===== config.mk =====
export PLATFORM = sky130hd
export DESIGN_NAME = apb4_watchdog_flat
export DESIGN_NICKNAME = d
export VERILOG_FILES = /design/src/rtl/wdg_pkg.sv /design/src/rtl/apb4_watchdog_if.sv /design/src/rtl/wdg_prescaler.sv /design/src/rtl/apb4_watchdog.sv /design/src/flat_wrapper.sv
export SDC_FILE = /design/constraint.sdc
export NUM_CORES = 1
export LEC_CHECK = 0
export CORE_MARGIN = 1.5
export CORE_UTILIZATION = 45
export CTS_CLUSTER_DIAMETER = 60
export DETAILED_ROUTE_END_ITERATION = 16
export PLACE_DENSITY = 0.75
export SYNTH_ARGS = -nofsm -noshare
export SYNTH_HDL_FRONTEND = slang
export SYNTH_HIERARCHICAL = 1
export SYNTH_SLANG_ARGS = --single-unit

===== constraint.sdc =====
create_clock -name clk_i -period 4.3 [get_ports clk_i]
set_clock_uncertainty 0.2 [all_clocks]
set_input_delay 0.86 -clock clk_i [delete_from_list [all_inputs] [get_ports clk_i]]
set_output_delay 0.86 -clock clk_i [all_outputs]
set_load 0.05 [all_outputs]

===== src/rtl/wdg_pkg.sv =====
// Shared definitions for the APB4 watchdog.
// Contents: register byte offsets and the decoded word-select enum, the unlock
// key, the prescaler width, CTRL bit positions, the CMP reset value and the
// state type of the key/lock machine.
// No ports (package).
package wdg_pkg;

    localparam logic [4:0] OFF_CTRL = 5'h00;
    localparam logic [4:0] OFF_PSCR = 5'h04;
    localparam logic [4:0] OFF_CNT  = 5'h08;
    localparam logic [4:0] OFF_CMP  = 5'h0C;
    localparam logic [4:0] OFF_STAT = 5'h10;
    localparam logic [4:0] OFF_KEY  = 5'h14;
    localparam logic [4:0] OFF_FEED = 5'h18;

    localparam logic [31:0] WDG_KEY     = 32'h5F37_59DF;
    localparam int unsigned PSC_W       = 20;
    localparam logic [31:0] CMP_RST_VAL = 32'hFFFF_FFFF;

    localparam int unsigned CTRL_EN    = 0;
    localparam int unsigned CTRL_IRQEN = 1;
    localparam int unsigned CTRL_RSTEN = 2;

    // Word select taken from paddr[4:2]; the encodings follow the byte offsets.
    typedef enum logic [2:0] {
        REG_CTRL = OFF_CTRL[4:2],
        REG_PSCR = OFF_PSCR[4:2],
        REG_CNT  = OFF_CNT[4:2],
        REG_CMP  = OFF_CMP[4:2],
        REG_STAT = OFF_STAT[4:2],
        REG_KEY  = OFF_KEY[4:2],
        REG_FEED = OFF_FEED[4:2],
        REG_RSVD = 3'd7
    } reg_sel_e;

    typedef enum logic {
        UNLOCKED = 1'b0,
        LOCKED   = 1'b1
    } lock_e;

    function automatic logic is_protected(input reg_sel_e sel);
        return (sel == REG_CTRL) || (sel == REG_PSCR) ||
               (sel == REG_CMP)  || (sel == REG_FEED);
    endfunction

endpackage


===== src/rtl/apb4_watchdog_if.sv =====
// APB4 completer-side bus bundle for the watchdog.
// Signals keep the peripheral's port names: paddr_i, pprot_i, psel_i,
// penable_i, pwrite_i, pwdata_i, pstrb_i (requester-driven) and pready_o,
// prdata_o, pslverr_o (watchdog-driven).
// Modports: master (bus requester / testbench), slave (watchdog).
interface apb4_watchdog_if #(
    parameter int unsigned ADDR_WIDTH = 12,
    parameter int unsigned DATA_WIDTH = 32
);
    logic [ADDR_WIDTH-1:0]   paddr_i;
    logic [2:0]              pprot_i;
    logic                    psel_i;
    logic                    penable_i;
    logic                    pwrite_i;
    logic [DATA_WIDTH-1:0]   pwdata_i;
    logic [DATA_WIDTH/8-1:0] pstrb_i;
    logic                    pready_o;
    logic [DATA_WIDTH-1:0]   prdata_o;
    logic                    pslverr_o;

    modport master (
        output paddr_i, pprot_i, psel_i, penable_i, pwrite_i, pwdata_i, pstrb_i,
        input  pready_o, prdata_o, pslverr_o
    );

    modport slave (
        input  paddr_i, pprot_i, psel_i, penable_i, pwrite_i, pwdata_i, pstrb_i,
        output pready_o, prdata_o, pslverr_o
    );
endinterface


===== src/rtl/wdg_prescaler.sv =====
// Watchdog prescaler: pcnt counts enabled cycles and wraps at pscr_i,
// producing a one-cycle tick on the wrap.
// Ports: clk_i, rst_i (async, active-high), en_i (count enable),
// pscr_i (prescale value), clr_i (clear pcnt), tick_o (one-cycle tick).
module wdg_prescaler
    import wdg_pkg::*;
(
    input  logic             clk_i,
    input  logic             rst_i,
    input  logic             en_i,
    input  logic [PSC_W-1:0] pscr_i,
    input  logic             clr_i,
    output logic             tick_o
);
    logic [PSC_W-1:0] pcnt_q;
    logic             hit;

    assign hit = (pcnt_q == pscr_i);
    // A clear restarts the period, so it also suppresses a coincident tick.
    assign tick_o = en_i & hit & ~clr_i;

    always_ff @(posedge clk_i or posedge rst_i) begin
        if (rst_i) begin
            pcnt_q <= '0;
        end else if (clr_i) begin
            pcnt_q <= '0;
        end else if (en_i) begin
            pcnt_q <= hit ? '0 : pcnt_q + 1'b1;
        end
    end
endmodule


===== src/rtl/apb4_watchdog.sv =====
// APB4 watchdog timer: prescaled up-counter compared against a software limit.
// On overflow it sets OVIF, raises irq_o when IRQEN=1 and pulses rst_o for one
// cycle when RSTEN=1. FEED writes restart the count.
// Ports: clk_i, rst_i (async, active-high), apb (apb4_watchdog_if.slave),
// irq_o (level interrupt), rst_o (registered one-cycle reset request).
// Build option: WDG_KEY_LOCK_EN enables the KEY register and the LOCK bit that
// guards CTRL/PSCR/CMP/FEED writes; without it those registers are always
// writable, KEY is ignored and LOCK reads 0.
module apb4_watchdog
    import wdg_pkg::*;
(
    input  logic            clk_i,
    input  logic            rst_i,
    apb4_watchdog_if.slave  apb,
    output logic            irq_o,
    output logic            rst_o
);
    reg_sel_e         sel;
    logic             access;
    logic             err;
    logic             wr_ok;
    logic             locked;
    logic             feed;
    logic             tick;
    logic             ovf;
    logic [2:0]       ctrl_q;
    logic [PSC_W-1:0] pscr_q;
    logic [31:0]      cmp_q;
    logic [31:0]      cnt_q;
    logic             ovif_q;
    logic             rst_q;
    logic             unused_ok;

    assign unused_ok = ^{apb.pprot_i, apb.pstrb_i, apb.paddr_i};

    assign sel    = reg_sel_e'(apb.paddr_i[4:2]);
    assign access = apb.psel_i & apb.penable_i;
    assign err    = access & ((sel == REG_RSVD) ||
                              (apb.pwrite_i && sel == REG_CNT) ||
                              (apb.pwrite_i && is_protected(sel) && locked));
    assign wr_ok  = access & apb.pwrite_i & ~err;
    assign feed   = wr_ok & (sel == REG_FEED);

`ifdef WDG_KEY_LOCK_EN
    lock_e lock_q;
    lock_e lock_d;

    always_ff @(posedge clk_i or posedge rst_i) begin
        if (rst_i) lock_q <= LOCKED;
        else       lock_q <= lock_d;
    end

    // One unlock buys exactly one protected write.
    always_comb begin
        lock_d = lock_q;
        if (wr_ok && sel == REG_KEY)
            lock_d = (apb.pwdata_i == WDG_KEY) ? UNLOCKED : LOCKED;
        else if (wr_ok && is_protected(sel))
            lock_d = LOCKED;
    end

    assign locked = (lock_q == LOCKED);
`else
    assign locked = 1'b0;
`endif

    wdg_prescaler u_prescaler (
        .clk_i  (clk_i),
        .rst_i  (rst_i),
        .en_i   (ctrl_q[CTRL_EN]),
        .pscr_i (pscr_q),
        .clr_i  (feed | (wr_ok && sel == REG_PSCR)),
        .tick_o (tick)
    );

    // FEED has priority over an overflow landing on the same edge.
    assign ovf = tick & (cnt_q == cmp_q) & ~feed;

    always_ff @(posedge clk_i or posedge rst_i) begin
        if (rst_i) begin
            ctrl_q <= '0;
            pscr_q <= '0;
            cmp_q  <= CMP_RST_VAL;
            cnt_q  <= '0;
            ovif_q <= 1'b0;
            rst_q  <= 1'b0;
        end else begin
            if (wr_ok && sel == REG_CTRL) ctrl_q <= apb.pwdata_i[2:0];
            if (wr_ok && sel == REG_PSCR) pscr_q <= apb.pwdata_i[PSC_W-1:0];
            if (wr_ok && sel == REG_CMP)  cmp_q  <= apb.pwdata_i;

            if (feed || ovf) cnt_q <= '0;
            else if (tick)   cnt_q <= cnt_q + 1'b1;

            // A new overflow outranks a simultaneous W1C.
            if (ovf)
                ovif_q <= 1'b1;
            else if (wr_ok && sel == REG_STAT && apb.pwdata_i[0])
                ovif_q <= 1'b0;

            rst_q <= ovf & ctrl_q[CTRL_RSTEN];
        end
    end

    always_comb begin
        apb.prdata_o = '0;
        if (apb.psel_i && !apb.pwrite_i) begin
            case (sel)
                REG_CTRL: apb.prdata_o = {29'b0, ctrl_q};
                REG_PSCR: apb.prdata_o = {{(32 - PSC_W){1'b0}}, pscr_q};
                REG_CNT:  apb.prdata_o = cnt_q;
                REG_CMP:  apb.prdata_o = cmp_q;
                REG_STAT: apb.prdata_o = {30'b0, locked, ovif_q};
                default:  apb.prdata_o = '0;
            endcase
        end
    end

    assign apb.pready_o  = 1'b1;
    assign apb.pslverr_o = err;
    assign irq_o         = ovif_q & ctrl_q[CTRL_IRQEN];
    assign rst_o         = rst_q;
endmodule


===== src/flat_wrapper.sv =====
// flat-port wrapper written by rule: the top's interface ports become plain ports
module apb4_watchdog_flat import wdg_pkg::*;
  (clk_i, rst_i, irq_o, rst_o, apb_paddr_i, apb_pprot_i, apb_psel_i, apb_penable_i, apb_pwrite_i, apb_pwdata_i, apb_pstrb_i, apb_pready_o, apb_prdata_o, apb_pslverr_o);
  apb4_watchdog_if #(.ADDR_WIDTH(12), .DATA_WIDTH(32)) apb_i ();
  input  logic clk_i;
  input  logic rst_i;
  output logic irq_o;
  output logic rst_o;
  input wire logic [$bits(apb_i.paddr_i)-1:0] apb_paddr_i;
  input wire logic [$bits(apb_i.pprot_i)-1:0] apb_pprot_i;
  input wire logic [$bits(apb_i.psel_i)-1:0] apb_psel_i;
  input wire logic [$bits(apb_i.penable_i)-1:0] apb_penable_i;
  input wire logic [$bits(apb_i.pwrite_i)-1:0] apb_pwrite_i;
  input wire logic [$bits(apb_i.pwdata_i)-1:0] apb_pwdata_i;
  input wire logic [$bits(apb_i.pstrb_i)-1:0] apb_pstrb_i;
  output wire logic [$bits(apb_i.pready_o)-1:0] apb_pready_o;
  output wire logic [$bits(apb_i.prdata_o)-1:0] apb_prdata_o;
  output wire logic [$bits(apb_i.pslverr_o)-1:0] apb_pslverr_o;
  assign apb_i.paddr_i = apb_paddr_i;
  assign apb_i.pprot_i = apb_pprot_i;
  assign apb_i.psel_i = apb_psel_i;
  assign apb_i.penable_i = apb_penable_i;
  assign apb_i.pwrite_i = apb_pwrite_i;
  assign apb_i.pwdata_i = apb_pwdata_i;
  assign apb_i.pstrb_i = apb_pstrb_i;
  assign apb_pready_o = apb_i.pready_o;
  assign apb_prdata_o = apb_i.prdata_o;
  assign apb_pslverr_o = apb_i.pslverr_o;
  apb4_watchdog u_core (.clk_i(clk_i), .rst_i(rst_i), .apb(apb_i), .irq_o(irq_o), .rst_o(rst_o));
endmodule

==> flow_metrics.tcl, run 1 <==
set metrics [dict create \
    status "finished, final reports clean" \
    drcViolationCount 0 \
    grt_max_degree 37 \
    first_pass_iters 5 \
    wl_per_cell_um 19.3 \
    synth_edf_count 0 \
    design_area_um2 8040 \
    setup_viol 0 \
    syn_nets 680 \
    grt_usage_pct 23.6 \
    synth_top_area_cell "dfrtp_1" \
    ys_warn_count 6 \
    finalNetCount 745 \
    dp_cells 856 \
    die_h_um 123 \
    worst_pin_slew_ns 0.764 \
    clkSlewWorstSetupHoldPaths_ns 0.07 \
    start_util_pct 46.6 \
    core_area_um2 14000 \
    finalMaxSlewViolations 0 \
    synth.cell_area_um2 6510 \
    rsz0062_at_grt "no" \
    die_area_um2 15200 \
    startpoint_type "primary input" \
    ir_worst_vdd_mv 0.239 \
    min_path_type "flop to flop" \
    mostFrequentLayoutCell "dfrtp_1" \
    die-width_um 123 \
    cts_tree "built" \
    rows 43 \
    crit_arrival_ns 3.96 \
    grt_overflow 0 \
    dpl_cell_area_um2 7740 \
    hold_buffers 0 \
    fmax_mhz 259 \
    clk_latency_ns 0.36 \
    n_antenna_cell 0 \
    slew_headroom_pct 49.0 \
    critPathKind "primary input to flop" \
    synthToLayoutAreaGrowth_pct 23.4 \
    hold_ws_ns 0.335 \
    period_share_pct 89.8 \
    netlist_top_cells_area "dfrtp_1, dfstp_2, mux2_2, xnor2_1, xor2_1" \
    leakagePower_uw 0.00336 \
    multi_input_area_um2 3470 \
    post_cts_resize_count 0 \
    synth_cells 622 \
    required_ns 4.40 \
    critPathMaxFanout 7 \
    viasPerCell 5.72 \
    globalplace.congestion 0.891 \
    post_cts_buffers 0 \
    antenna_found_initial 0 \
    fin_setup_tns_ns 0 \
    final.min_clock_period_ns 3.86 \
    synth_seq_area_share_pct 42.5 \
    layout-drive-gt1-share_pct 29.8 \
    seq_area_um2 2770 \
    dp_hpwl_um 12600 \
    ys_seq_elements 109 \
    grt_pass1_wl_um 27300 \
    n_fill_cell 1191 \
    power_density_nw_per_um2 335 \
    port_buffers 74 \
    stdcell_count 872 \
    finalHoldViolCount 0 \
    grt_pass1_vias 5041 \
    final_cell_mix "dfrtp_1, mux2_2, nor2_1" \
    end_kind "flop" \
    ctsHtreeMaxLevel 3 \
    yosysTopAreaCellShare_pct 29.6 \
    max-clock-path-buffers 2 \
    synthFlopType "dfrtp_1" \
    cts_buffers 9 \
    cts_sinks 109 \
    drt-initial-drc-count 516 \
    final_antenna_net_count 0 \
    ys_types 62 \
    synth_async_sr_flop_share_pct 100 \
    cts_root_buf "clkbuf_16" \
    syn_avg_cell_area_um2 10.5 \
    drv_cap 0 \
    io-pin-count 92 \
    fin_util_pct 57.4 \
    num_vias 4987 \
    routed_wl_um 16800 \
]
==> Yosys cell counts, drive strengths merged, types with 2 or more instances <==
master / number
nand2b: 5
nand4: 19
o21ai: 11
nor4: 18
nand3: 22
xor2: 40
nor2: 57
buf: 21
nor3: 41
nand3b: 4
nand2: 34
inv: 12
clkbuf: 18
and4: 6
xnor2: 48
a21oi: 4
a22oi: 17
mux2i: 17
a31oi: 7
o211ai: 3
o22a: 2
ha: 2
dfrtp: 77
dfstp: 32
mux2: 67
or2: 3
and3: 9
or4: 4
or3: 2
nor4b: 2
and2: 2
==> state kept, by name, indices dropped and copies added (netlist names) <==
register                   flops
u_core/pscr_q                 20
u_core/rst_o                   1
u_core/ovif_q                  1
u_core/cmp_q                  32
u_core/ctrl_q                  3
u_core/cnt_q                  32
u_core/u_prescaler/pcnt_q     20
==> final timing paths <==
path | from | end | slack (ns) | cells past startpoint
max | apb_paddr_i[4] | u_core/rst_o | 0.44 | 11
min | u_core/ctrl_q[2] | u_core/rst_o | 0.33 | 1
max reg2reg | u_core/u_prescaler/pcnt_q[0] | u_core/rst_o | 0.49 | 10
min reg2reg | u_core/ctrl_q[2] | u_core/rst_o | 0.33 | 1
max in group asynchronous | rst_i | u_core/cmp_q[24] | 2.46 | 3
min in group asynchronous | rst_i | u_core/pscr_q[7] | 0.63 | 2
==> routing by layer <==
layer  vias up  wire (um)  global-route usage [%]
met5         -          0                       0
met4         0        276                    7.47
met3        19       1160                    4.34
met2       187       7880                    37.3
met1      2438       7500                    33.0
li1       2343          -                       -
==> where the power goes <==
| part | total, uW | internal (uW) | switching (uW) |
|---|---|---|---|
| Sequential | 1350 | 1190 | 160 |
| Clock | 813 | 456 | 358 |
| Combinational | 526 | 272 | 254 |
| Total | 2690 | 1920 | 772 |
==> through the flow <==
stage / power [uW] / worst slack [ns]
CTS: 2710 / 0.444
detailed placement: 1890 / 0.133
floorplan: 1680 / 0.313
global route: 2810 / 0.268
finish: 2690 / 0.440
global placement: 1860 / 0.129
==> cells by family after synthesis <==
kind of cell,after synthesis,synth area share [%]
compound gates,51,5.38
xor+xnor,88,11.8
fa+ha+maj,2,0.384
buf+inv,53,4.38
flops,109,42.5
mux,85,14.5
other cells,1,0.0576
simple gates,233,20.9
==> worst max-delay path, cell delays in order <==
cell and delay (ns):
clkdlybuf4s50_1 0.57, nand2b_1 0.22, nor3_2 0.07, or2_2 0.32, nor3_1 0.21, buf_4 0.17
o21ai_0 0.08, or4_4 0.58, nor4b_1 0.56, buf_4 0.21, and2_1 0.11
==> cell type report <==
class                   instances  share of cell area (%)
multi-input cells             460                    43.2
repair buffers                 94                    15.3
clock inverters                 1                  0.0623
inverters                      13                   0.623
well taps                     180                    2.80
flip-flops and latches        109                    34.4
clock buffers                  15                    3.58
Power figures use the tool's default switching activity.
==> run 2: changes to the inputs <==
Settings changed: CAP_MARGIN from default to 20.
==> results of run 2 <==
Final layout, timing and power as in run 1 (identical DEF).
==> run 3: changes to the inputs <==
Settings changed: CORE_UTILIZATION 45 to 55, PLACE_DENSITY 0.75 to 0.87, TNS_END_PERCENT from default to 100.
==> run 3 against run 2 <==
Hold slack got worse by 0.0043 ns. Sequential power is essentially flat. Final area shrank 0.44%. Non-clock buffer count fell by 1. Via count up 5.9%. Cell count shrank 4.4%. Routed wire length increased by 2.8%. Largest cell class unchanged.
==> flow_metrics.tcl, run 3 (synthesized netlist as in run 1, its figures left out) <==
set metrics [dict create \
    first_pass_iters 6 \
    end_kind "output port" \
    post_cts_buffers 0 \
    mostFrequentLayoutCell "dfrtp_1" \
    drv_cap 0 \
    whs_path_depth 1 \
    cts_buffers 9 \
    n_antenna_cell 0 \
    worst_pin_slew_ns 0.785 \
    grt_usage_pct 28.3 \
    period_share_pct 90.2 \
    rr_worst_depth 10 \
    io-pin-count 92 \
    hold_ws_ns 0.330 \
    clkSlewWorstSetupHoldPaths_ns 0.07 \
    grt_max_degree 90 \
    fmax_mhz 258 \
    antenna_found_initial 0 \
    p_sw_share_pct 29.1 \
    finalMaxSlewViolations 0 \
    ctsHtreeMaxLevel 3 \
    clk_latency_ns 0.35 \
    port_buffers 74 \
    grt_pass1_wl_um 27900 \
    ir_worst_vdd_mv 0.226 \
    cp_slowest_stage_delay_ns 0.49 \
    drcViolationCount 0 \
    crit_arrival_ns 2.82 \
    finalHoldViolCount 0 \
    grt_pass1_vias 5262 \
    cts_sinks 109 \
    critPathMaxFanout 23 \
    final_antenna_net_count 0 \
    status "finished, final reports clean" \
    min_path_type "flop to flop" \
    reg_top3 "u_core/cmp_q: 32 flops, u_core/cnt_q: 32 flops" \
    drt-initial-drc-count 640 \
    dp_cells 817 \
    critical-path-slowest-cell "clkdlybuf4s50_1" \
    cts_root_buf "clkbuf_16" \
    layout-drive-gt1-share_pct 29.7 \
    final_cell_mix "dfrtp_1, mux2_2, nor2_1" \
    p_int_uw 1950 \
    die_area_um2 12500 \
    cpMostUsedCell "buf_4" \
    setup_viol 0 \
    timing.rr.start "u_core/u_prescaler/pcnt_q[6]" \
    crit_chain "clkdlybuf4s50_1 > buf_4 > nor2b_1 > buf_4 > a22oi_1 > nor2_1 > buf_12" \
    holdPathEnd "u_core/rst_o" \
    stdcell_count 834 \
    core_area_um2 11500 \
    power_frac_clock_pct 31.3 \
    viasPerCell 6.33 \
    finalNetCount 744 \
    timing.rr.end "u_core/cnt_q[24]" \
    place_ws_ns 0.159 \
    critPathKind "primary input to output port" \
    synthToLayoutAreaGrowth_pct 22.8 \
    startpoint_type "primary input" \
    num_vias 5283 \
    grt_overflow 0 \
    required_ns 3.24 \
    max-clock-path-buffers 2 \
    start_util_pct 56.8 \
    hold_buffers 0 \
    wl_per_cell_um 20.7 \
    globalplace.congestion 0.942 \
    rows 39 \
    p_comb_share_pct 19.3 \
    routed_wl_um 17300 \
    slew_headroom_pct 47.6 \
    final.min_clock_period_ns 3.88 \
    setup_slack_ns 0.422 \
    power_density_nw_per_um2 344 \
    p_switching_uw 801 \
    min-delay-start "u_core/ctrl_q[2]" \
    die-width_um 112 \
    leakagePower_uw 0.00337 \
    fin_util_pct 69.8 \
    p_seq_share_pct 49.4 \
    regToRegSetupSlack_ns 0.59 \
    dp_hpwl_um 12300 \
    cts_tree "built" \
    rsz0062_at_grt "no" \
    fin_setup_tns_ns 0 \
    die_h_um 112 \
    post_cts_resize_count 0 \
]
-- run 3: cell type report --
| type | instances | area (um^2) |
|---|---|---|
| sequential | 109 | 2770 |
| clock inverter | 3 | 43.8 |
| clock buffer | 13 | 260 |
| tap | 143 | 179 |
| fill | 788 | 3470 |
| inverter | 13 | 50.0 |
| timing repair buffer | 93 | 1230 |
| multi-input combinational | 460 | 3470 |
-- run 3: critical path, delay by kind of cell --
family                 cells  cell delay [ns]
AO/OA/AOI/OAI              1             0.14
buffers and inverters      4             1.24
AND/OR/NAND/NOR            2             0.55
-- run 3: stage by stage --
step                      total power (uW)  cell area (um^2)
after floorplan                       1680              6510
after global placement                1850              7670
after detailed placement              1880              7670
after CTS                             2740              7970
after global routing                  2860              8000
final                                 2750              8000
-- run 3: per-layer routing --
metal / GRT usage (%) / part of all wire [%]
met3: 6.53 / 7.4
met2: 46.1 / 49
met4: 10.5 / 3.2
met5: 0 / 0
met1: 36.9 / 41
-- run 3: how the worst max path moves through the flow --
| stage | from | to | slack (ns) |
|---|---|---|---|
| after floorplan | apb_paddr_i[3] | u_core/cnt_q[10] | 0.31 |
| after global placement | apb_paddr_i[4] | u_core/cnt_q[19] | 0.22 |
| after detailed placement | apb_paddr_i[4] | u_core/cnt_q[20] | 0.16 |
| after CTS | apb_paddr_i[3] | apb_prdata_o[16] | 0.44 |
| after global routing | apb_paddr_i[3] | apb_prdata_o[16] | 0.33 |
| final | apb_paddr_i[3] | apb_prdata_o[16] | 0.42 |
-- run 3: power by group through the flow --
stage / Sequential (uW) / Combinational [uW] / Clock (uW)
global placement: 1360 / 496 / 0
global route: 1370 / 573 / 914
finish: 1360 / 531 / 861
floorplan: 1310 / 366 / 0
detailed placement: 1370 / 514 / 0
CTS: 1350 / 523 / 861
==> variant 1 (config.mk and constraints of run 3) <==
Add a define of `WDG_KEY_LOCK_EN`.
--- a/src/rtl/apb4_watchdog.sv
+++ b/src/rtl/apb4_watchdog.sv
@@ -8,2 +8,4 @@
 // writable, KEY is ignored and LOCK reads 0.
+`define WDG_KEY_LOCK_EN
+
 module apb4_watchdog
Behaviour: not the same (Yosys sat finds a counterexample within 4 cycles, from zero or initial values and one cycle with rst_i high).
==> variant 1 against run 3 <==
- cell count up 3.6%
- total power fell by 10%
- maximum frequency increased by 0.25%
- sequential cell count grew 1
- synthesized area is 3.2% higher
- setup slack gained 9.8 ps
- routed wire length up 4.5%
- final area is 1.3% higher
==> variant 1: results (changes against run 3) <==
[run_status]
status=finished clean  ; unchanged

[timing]
slew_headroom_pct=48.1  ; was 47.6%

[power_and_ir_drop]
peakVddDrop_v=0.000177  ; was 0.000226 V
clockPowerShare_pct=31.8  ; was 31.3%
seq_cell_power_w=0.00125  ; was 0.00136 W
leakage_nw=3.45  ; was 3.37 nW
swShare_pct=28.4  ; was 29.1%

[global_routing]
grt_use_total_pct=28.7  ; was 28.3%
grt_max_degree=53  ; was 90
grt_pass1_wl_mm=28.8  ; was 27.9 mm
antenna_found_initial=1  ; was 0
first_global_vias=5442  ; was 5,262

[synth]
yosys-top-cells-count=dfrtp_1 (77), mux2_2 (70), nor2_1 (56)  ; was dfrtp_1 (77), mux2_2 (67), nor2_1 (57)
syn_nets=712  ; was 680
synthTopCellsByArea=dfrtp_1 (29%), dfstp_2 (13%), mux2_2 (12%), xor2_1 (6.3%), xnor2_1 (5.0%)  ; was dfrtp_1 (30%), dfstp_2 (13%), mux2_2 (12%), xnor2_1 (6.5%), xor2_1 (5.4%)
synth.distinct_cells=65  ; was 62
ys_seq_area_share_pct=41.6  ; was 42.5%

[routing]
first_iter_violations=517  ; was 640
firstDrtPassIters=7  ; was 6
vias_per_cell=6.41  ; was 6.33
wl_mm=18.1  ; was 17.3 mm

[layout]
fillCellCount=859  ; was 788
num-nets-final=770  ; was 744
drive_above_1_share_pct=26.9  ; was 29.7%

[worst_setup_path]
cp_max_fo=12  ; was 23
r2r_start=u_core/u_prescaler/pcnt_q[0]$_DFFE_PP0P_  ; was u_core/u_prescaler/pcnt_q[6]$_DFFE_PP0P_
rrSetupSlack_ps=600
cp-endpoint=apb_prdata_o[30]  ; was apb_prdata_o[16]
rr_endpoint=u_core/cnt_q[30]$_DFFE_PP0P_  ; was u_core/cnt_q[24]$_DFFE_PP0P_
startpoint=apb_paddr_i[4]  ; was apb_paddr_i[3]
cp.arrival_ps=2810  ; was 2820 ps

[cts]
path_clk_slew_ps=70  ; about the same
postCtsHoldBufs=0  ; unchanged

[placed_design]
place_congestion=0.937  ; was 0.942
hpwl_mm=13.2  ; was 12.3 mm

[min_path]
min_from=u_core/ctrl_q[1]$_DFFE_PP0P_  ; was u_core/ctrl_q[2]$_DFFE_PP0P_

-- variant 1: layer usage --
metal	GRT usage (%)	share of wire, %	wire, um	vias up
met3	5.63	8.2	1470	47
met1	38.4	42	7590	2689
li1	-	-	-	2477
met2	46.7	47	8490	319
met4	10.0	2.7	495	2
met5	0	0.089	16	-
-- variant 1: worst min-delay path by stage --
stage,end,slack [ps]
6_report,u_core/ctrl_q[1]$_DFFE_PP0P_,340
5_1_grt,u_core/ctrl_q[1]$_DFFE_PP0P_,370
4_1_cts,u_core/ctrl_q[1]$_DFFE_PP0P_,340
3_5_place_dp,u_core/ctrl_q[2]$_DFFE_PP0P_,320
3_3_place_gp,u_core/ctrl_q[2]$_DFFE_PP0P_,320
2_1_floorplan,u_core/ctrl_q[2]$_DFFE_PP0P_,290
-- variant 1: cells by family after synthesis --
family,count (synthesis),share of synthesized area [%]
and+or+nand+nor,253,21.6
DFF,110,41.6
xor gates and xnor gates,86,11.2
muxes,85,14.2
AOI/OAI and AO/OA,64,6.54
buffers and inverters,53,4.43
adders and majority gates,2,0.372
other,1,0.0558
-- variant 1: worst max-delay path, cell delays in order --
cell and delay, ps:
clkdlybuf4s50_1 490, buf_4 200, or3b_2 500, inv_1 70
nand2_1 210, nor2_1 290, buf_12 170
-- variant 1: final cells by class --
type	instances	area share (%)
flip-flops and latches	110	34.5
multi-input cells	491	44.8
repair buffers	89	14.5
well taps	147	2.27
clock buffers	12	3.16
inverters	11	0.525
clock inverters	4	0.278
-- variant 1: per-stage QoR --
stage	cells	hold slack [ps]	power (W)	area [sq um]	setup slack, ps
finish	864	338	0.00247	8110	432
global route	864	375	0.00257	8110	251
CTS	864	343	0.00247	8110	443
detailed placement	848	325	0.00168	7830	188
global placement	848	320	0.00166	7830	279
floorplan	654	287	0.00152	6720	247
==> variant 2 (settings of run 3) <==
Made on the original files. Remove the case item `REG_PSCR` of the case on `sel`.
--- a/src/rtl/apb4_watchdog.sv
+++ b/src/rtl/apb4_watchdog.sv
@@ -109,3 +109,2 @@
                 REG_CTRL: apb.prdata_o = {29'b0, ctrl_q};
-                REG_PSCR: apb.prdata_o = {{(32 - PSC_W){1'b0}}, pscr_q};
                 REG_CNT:  apb.prdata_o = cnt_q;
Function: changed (Yosys sat finds a counterexample within 4 cycles, from zero or initial values and one cycle with rst_i high).
==> variant 2 against run 3 <==
- worst hold slack better by 8.5 ps
- sequential cell count unchanged
- total power down 11%
- final area down 6.7%
- synthesized cell count down 5.5%
- non-clock buffer count unchanged
- routed wire length down 9.7%
- setup slack worse by 100 ps
- global-route usage down 0.21 points
- die area down 6.5%
- critical path depth up 1
- synthesized area down 6.7%
- maximum frequency down 2.6%
- largest power group unchanged
==> variant 2: results (changes against run 3) <==
[routing]
route.met2.wl_mm=7.45  ; was 8.40 mm
first_iter_violations=454  ; was 640
wl_mm=15.6  ; was 17.3 mm
dr_wl_met3_mm=1.15  ; was 1.28 mm
met1Wirelength_mm=6.32  ; was 7.05 mm

[worst_setup_path]
r2r_start=u_core/u_prescaler/pcnt_q[16]$_DFFE_PP0P_  ; was u_core/u_prescaler/pcnt_q[6]$_DFFE_PP0P_
cp.arrival_ps=2920  ; was 2820 ps
startpoint=apb_paddr_i[2]  ; was apb_paddr_i[3]
cp_max_fo=29  ; was 23
slowest_stage=or3b_2  ; was clkdlybuf4s50_1

[cts]
clock-root-buffer=clkbuf_8  ; was clkbuf_16
clock_latency_ps=370  ; was 350 ps

[synth]
synth.distinct_cells=58  ; was 62
synthTopCellsByArea=dfrtp_1 (32%), dfstp_2 (14%), mux2_2 (9.6%), xor2_1 (7.9%), xnor2_1 (4.6%)  ; was dfrtp_1 (30%), dfstp_2 (13%), mux2_2 (12%), xnor2_1 (6.5%), xor2_1 (5.4%)
ys_seq_area_share_pct=45.6  ; was 42.5%
syn_nets=646  ; was 680
yosys-top-cells-count=dfrtp_1 (77), nor2_1 (55), xor2_1 (55)  ; was dfrtp_1 (77), mux2_2 (67), nor2_1 (57)

[global_routing]
grt_use_total_pct=28.0  ; was 28.3%
first_global_vias=5108  ; was 5,262
grt_max_degree=38  ; was 90

[power_and_ir_drop]
peakVddDrop_v=0.000234  ; was 0.000226 V

[layout]
num-nets-final=712  ; was 744
fillCellCount=759  ; was 788
drive_above_1_share_pct=25.6  ; was 29.7%

[placed_design]
place_congestion=0.927  ; was 0.942
hpwl_mm=11.1  ; was 12.3 mm

[timing]
worstMarginPinSlew_ps=984  ; was 785 ps

[run_status]
status=finished clean  ; unchanged

variant 2: cell count changes after synthesis, sizes merged, moves of 7 or more:
cell	change
a22oi	+14
xor2	+15
nor4	-7
xnor2	-16
mux2i	-15
mux2	-15
variant 2: where the power goes:
part | switching (W) | internal (W) | leakage [nW]
registers | 0.000149 | 0.00120 | 1.36
logic | 0.000222 | 0.000232 | 1.69
clock network | 0.000346 | 0.000291 | 0.0976
variant 2: layer usage:
metal,global-route usage (%),vias to the layer above
met2,43.4,253
met4,16.0,0
met3,4.46,46
met1,37.6,2460
met5,0,-
li1,-,2214
variant 2: worst paths after layout:
| path | end | slack (ps) | depth (start not counted) |
|---|---|---|---|
| min in group asynchronous | u_core/pscr_q[11]$_DFFE_PP0P_ | 670 | 2 |
| worst min-delay path | u_core/pscr_q[4]$_DFFE_PP0P_ | 340 | 1 |
| worst min register to register | u_core/pscr_q[4]$_DFFE_PP0P_ | 340 | 1 |
| max in group asynchronous | u_core/cmp_q[1]$_DFFE_PP1P_ | 2390 | 3 |
| worst max register to register | u_core/rst_o$_DFF_PP0_ | 700 | 11 |
| worst max-delay path | apb_prdata_o[5] | 320 | 8 |
variant 2: cells by family (layout without fill, tap and decap cells):
family	after synthesis	count (layout)	synth area share, %
other	1	1	0.0617
XOR/XNOR	87	87	12.5
buffers and inverters	50	121	3.91
adder cells (fa/ha/maj)	2	2	0.412
flip-flops	109	109	45.6
AND/OR/NAND/NOR	220	220	20.0
multiplexers	54	54	9.97
AO/OA/AOI/OAI	65	65	7.56
variant 2: worst reg2reg max path: cells and delay by family, from the launching register on:
| family | cells | cell delay [ps] |
|---|---|---|
| buf+inv | 2 | 490 |
| compound gates | 1 | 90 |
| simple gates | 7 | 2050 |
| flops | 1 | 480 |
| xor+xnor | 1 | 230 |
variant 2: metrics by stage:
stage	setup WS [ps]	power (W)	instances	area (sq um)
2_1_floorplan	312	0.00163	588	6080
3_3_place_gp	235	0.00178	783	7270
3_5_place_dp	176	0.00181	783	7270
4_1_cts	318	0.00245	799	7470
5_1_grt	237	0.00255	799	7470
6_report	320	0.00244	799	7470
variant 2: layout make-up:
class                      count  area [sq um]  share of cell area [%]
timing repair buffer          93          1200                    16.1
clock buffer                  12           145                    1.94
multi-input combinational    429          3070                    41.2
clock inverter                 4          55.1                   0.737
tap                          140           175                    2.35
inverter                      12          46.3                   0.620
sequential                   109          2770                    37.1
